`src/rtl/serial_adder_ctrl.sv`:
```
// Bit-serial add/subtract sequencer: one full-adder slice reused across WIDTH
// cycles, LSB first, behind a start/ready/done handshake.
module serial_adder_ctrl #(
  parameter int WIDTH = 8
) (
  input  logic             clk,
  input  logic             rst,
  input  logic             start,
  input  logic             op,
  input  logic [WIDTH-1:0] a,
  input  logic [WIDTH-1:0] b,
  output logic             ready,
  output logic             busy,
  output logic             done,
  output logic [WIDTH-1:0] result,
  output logic             carry_out,
  output logic             overflow
);

  localparam int CW = (WIDTH > 1) ? $clog2(WIDTH) : 1;
  localparam logic [CW-1:0] LAST = CW'(WIDTH - 1);

  localparam logic [1:0] IDLE = 2'd0;
  localparam logic [1:0] RUN  = 2'd1;
  localparam logic [1:0] DONE = 2'd2;

  logic [1:0]       state_q, state_d;
  logic [CW-1:0]    cnt_q, cnt_d;
  logic             carry_q, carry_d;
  logic [WIDTH-1:0] a_sh_q, a_sh_d;
  logic [WIDTH-1:0] b_sh_q, b_sh_d;
  logic [WIDTH-1:0] result_q, result_d;
  logic             carry_out_q, carry_out_d;
  logic             overflow_q, overflow_d;

  // Full-adder slice built from two half adders and an OR.
  logic ha1_s, ha1_c, ha2_s, ha2_c, sum_bit, carry_next;

  always_comb begin
    ha1_s      = a_sh_q[0] ^ b_sh_q[0];
    ha1_c      = a_sh_q[0] & b_sh_q[0];
    ha2_s      = ha1_s ^ carry_q;
    ha2_c      = ha1_s & carry_q;
    sum_bit    = ha2_s;
    carry_next = ha1_c | ha2_c;
  end

  always_comb begin
    // NOTE: every next-state variable gets a hold default first, so no path
    // through the case leaves one unassigned and no latch is inferred.
    state_d     = state_q;
    cnt_d       = cnt_q;
    carry_d     = carry_q;
    a_sh_d      = a_sh_q;
    b_sh_d      = b_sh_q;
    result_d    = result_q;
    carry_out_d = carry_out_q;
    overflow_d  = overflow_q;

    case (state_q)
      IDLE: begin
        if (start) begin
          a_sh_d  = a;
          // Subtract is a + ~b + 1: the +1 enters through the carry FF.
          b_sh_d  = op ? ~b : b;
          carry_d = op;
          cnt_d   = '0;
          state_d = RUN;
        end
      end
      RUN: begin
        result_d = {sum_bit, result_q[WIDTH-1:1]};
        a_sh_d   = a_sh_q >> 1;
        b_sh_d   = b_sh_q >> 1;
        carry_d  = carry_next;
        if (cnt_q == LAST) begin
          // carry_q here is the carry into the MSB slice.
          carry_out_d = carry_next;
          overflow_d  = carry_q ^ carry_next;
          cnt_d       = '0;
          state_d     = DONE;
        end else begin
          cnt_d = cnt_q + 1'b1;
        end
      end
      DONE:    state_d = IDLE;
      default: state_d = IDLE;
    endcase
  end

  // NOTE: sequential state uses non-blocking assignments only, so every
  // register samples the pre-edge values computed by the comb block above.
  always_ff @(posedge clk or posedge rst) begin
    if (rst) begin
      state_q     <= IDLE;
      cnt_q       <= '0;
      carry_q     <= 1'b0;
      a_sh_q      <= '0;
      b_sh_q      <= '0;
      result_q    <= '0;
      carry_out_q <= 1'b0;
      overflow_q  <= 1'b0;
    end else begin
      state_q     <= state_d;
      cnt_q       <= cnt_d;
      carry_q     <= carry_d;
      a_sh_q      <= a_sh_d;
      b_sh_q      <= b_sh_d;
      result_q    <= result_d;
      carry_out_q <= carry_out_d;
      overflow_q  <= overflow_d;
    end
  end

  assign ready     = (state_q == IDLE);
  assign busy      = (state_q == RUN);
  assign done      = (state_q == DONE);
  assign result    = result_q;
  assign carry_out = carry_out_q;
  assign overflow  = overflow_q;

endmodule

```
`config.mk`:
```
export PLATFORM = sky130hd
export DESIGN_NAME = serial_adder_ctrl
export DESIGN_NICKNAME = d
export VERILOG_FILES = /design/src/rtl/serial_adder_ctrl.sv
export SDC_FILE = /design/constraint.sdc
export NUM_CORES = 1
export LEC_CHECK = 0
export ABC_AREA = 1
export CAP_MARGIN = 20
export CORE_ASPECT_RATIO = 1.1
export CORE_MARGIN = 2
export CORE_UTILIZATION = 51
export DETAILED_ROUTE_END_ITERATION = 8
export PLACE_DENSITY_LB_ADDON = 0.08
export SYNTH_ARGS = -nofsm -noshare
export SYNTH_HDL_FRONTEND = slang
export SYNTH_SLANG_ARGS = --single-unit
```
`constraint.sdc`:
```
create_clock -name clk -period 1.7 [get_ports clk]
set_input_delay 0.17 -clock clk [delete_from_list [all_inputs] [get_ports clk]]
set_output_delay 0.17 -clock clk [all_outputs]
set_load 0.005 [all_outputs]
```
==> flow_summary.yaml, run 1 <==
outcome:
  outcome: "complete, but fails checks"
  violations: "design-rule violations"
floorplan:
  rows: 21
  initial_core_util_pct: 54.0
  die-area_sq_um: 3760
  die_y_um: 64.1
  die_w_um: 58.6
  core_sq_um: 3100
  pin_count: 33
setup_path:
  crit_type: "reg -> out"
  cp_max_fo: 4
  critical_path_arrival_ns: 1.49
  crit_required_ns: 1.53
  r2r_start: "cnt_q[0]"
  slowest_stage: "clkdlybuf4s50_1"
  startpoint_type: "flop"
  end_kind: "output pin"
  worst-path-buf-inv: 3
  worstPathCellList: "inv_2 > nand2_8 > inv_12 > clkdlybuf4s50_1"
  crit_path_start: "state_q[1]"
  crit_path_max_incr_delay_ns: 0.48
  crit_family: "buffers and inverters"
routing:
  num_vias: 1402
  drt_first_pass_iters: 6
  wl_per_cell_um: 12.9
  vias_per_cell: 5.27
  ant_nets: 0
  drc: 2
  drt_iter0_drc: 79
  drt_wl_total_um: 3430
cts:
  tritoncts: "yes"
  cts_sinks: 32
  htree_levels: 2
  clk_latency_ns: 0.32
  clockBufferDepth: 2
  cts_buffers: 5
  clk_pin_slew_ns: 0.10
  root_buffer: "clkbuf_4"
  hold_buffers: 0
power:
  p_leak_nw: 1.09
  vdd_ir_drop_max_v: 0.000650
  p_per_area_nw_per_um2: 1550
sta:
  hold_violations: 0
  min_period_ns: 1.66
  relSlewSlack_pct: 73.3
  fmax_mhz: 602
  finalCritPeriodShare_pct: 97.7
  skew_ns: 0.00648
  fin_ws_ns: 0.0393
  hold_slack_ns: 0.223
  worst_pin_slew_ns: 0.400
  rsz0062_at_grt: "yes"
  maxSlewViolCount: 0
  final-setup-viol-count: 0
cells_and_area:
  syn_to_final_growth_pct: 24.5
  fin_util_pct: 67.3
  fill_cells: 247
  drive_above_1_share_pct: 18.1
  final_cell_area_sq_um: 2090
  fin_nets: 254
  diodes: 0
placement:
  hpwl_um: 2320
  placed_cell_area_sq_um: 2000
  pre_cts_ws_ns: 0.267
  gp_congestion: 0.723
  portBuffers: 32
yosys:
  ys_top_cells_by_area: "dfrtp_1 (48%), nand2_1 (15%), nand3_1 (10%)"
  synth-compound-area-share_pct: 2.91
  yosys.area_share.simple_pct: 36.5
  synth_xor_area_share_pct: 1.05
  synth_nets: 216
  ys_seq_area_share_pct: 47.8
  yosys.area.top_type: "dfrtp_1"
  synth-adder-area-share_pct: 2.69
  syn_avg_cell_area_sq_um: 8.68
  synth_cell_type_count: 24
  ys_ff_latch: 32
  synth_mux_area_share_pct: 0
  synth_top_area_share_pct: 47.8
  synth_top_family_by_area: "simple AND/OR/NAND/NOR gates"
  synthesis.area_sq_um: 1680
  netlist_instances: 193
  yosys_warnings: 0
global_route:
  grt_util_all_layers_pct: 20.0
  grt_pass1_wl_um: 5780
  overflow: 0
  antenna_found_initial: 0
  first_global_vias: 1312
  grt_max_degree: 33
hold_path:
  hold_class: "in -> async"
job:
  drv_cap: 0
[cells in the mapped netlist]
| cell type | count |
|---|---|
| buf_8 | 1 |
| nor2_2 | 1 |
| o21ai_1 | 1 |
| nand3_1 | 34 |
| o21ai_2 | 3 |
| inv_8 | 1 |
| buf_2 | 3 |
| nand3_2 | 9 |
| nor2_4 | 1 |
| nand2_4 | 1 |
| fa_1 | 1 |
| xor2_1 | 2 |
| buf_12 | 1 |
| o21ai_0 | 1 |
| inv_1 | 13 |
| nor2_1 | 3 |
| o22ai_2 | 1 |
| inv_2 | 1 |
| ha_1 | 2 |
| nand2_1 | 68 |
| buf_4 | 2 |
| buf_6 | 2 |
| nand2_2 | 9 |
| dfrtp_1 | 32 |
[state kept, by name, indices dropped and copies added, names as in the netlist]
name       cells
a_sh_q         8
b_sh_q         8
carry_out      1
carry_q        1
cnt_q          3
overflow       1
result         8
state_q        2
[worst min-delay path, delay by kind of cell]
kind | cells | cell delay (ns)
buffers and inverters | 3 | 0.79
[worst paths after layout]
check                      slack, ns  cells past startpoint          to
setup / recovery                0.04                      4        busy
hold / removal                  0.22                      3   result[4]
setup reg to reg                0.38                      6    overflow
hold reg to reg                 0.50                      2   b_sh_q[0]
max in group asynchronous       1.17                      3  state_q[0]
min in group clk                0.38                      3   a_sh_q[7]
[stage by stage]
stage               power (mW)  TNS, ns  std cells
CTS                       3.23        0        266
global placement          2.64        0        256
detailed placement        2.71        0        256
global route              3.49  -0.0141        266
finish                    3.23        0        266
floorplan                 2.31        0        193
[layout make-up]
class,instances,area [sq um],area share (%)
tap,34,42.5,2.04
timing repair inverter,1,8.76,0.420
timing repair buffer,39,373,17.9
inverter,15,68.8,3.30
sequential,32,802,38.5
clock buffer,8,58.8,2.82
multi-input combinational,137,732,35.1
[logic make-up (layout without fill, tap and decap cells)]
kind of cell | after synthesis | after routing
simple gates | 126 | 126
compound gates | 6 | 6
xor+xnor | 2 | 2
flops | 32 | 32
buf+inv | 24 | 63
fa+ha+maj | 3 | 3
[layout by cell type (no fill, tap or decap), types with 3 or more instances in the layout]
master            n
nand2_1          68
nand3_1          34
clkdlybuf4s50_1  32
dfrtp_1          31
inv_1            13
nand2_2           9
nand3_2           9
buf_4             7
clkbuf_4          5
nor2_1            3
o21ai_2           3
[per-layer routing]
metal | part of all wire (%) | track usage [%] | up-vias
met1 | 44 | 24.8 | 667
met3 | 4.5 | 4.66 | 6
met2 | 50 | 33.6 | 37
li1 | - | - | 692
met4 | 1.5 | 7.10 | 0
met5 | 0 | 0 | -
[power by group]
group	leakage [nW]	switching [mW]	internal, mW
sequential	0.411	0.236	1.08
combinational	0.646	0.790	0.680
clock	0.0326	0.242	0.204
total	1.09	1.27	1.96
[what timing repair did]
| action | CTS | global route |
|---|---|---|
| resized for setup | 1 | 2 |
| hold endpoints to repair | 0 | 0 |
| setup buffers | 1 | 0 |
| setup endpoints to repair | 1 | 1 |
| cloned | 1 | 0 |
No activity file was read; power rests on OpenSTA's default activity.
==> run 2, diff against run 1 <==
Settings changed: TNS_END_PERCENT set to 10.
==> results of run 2 <==
No change in the layout: final DEF, timing and power equal those of run 1.
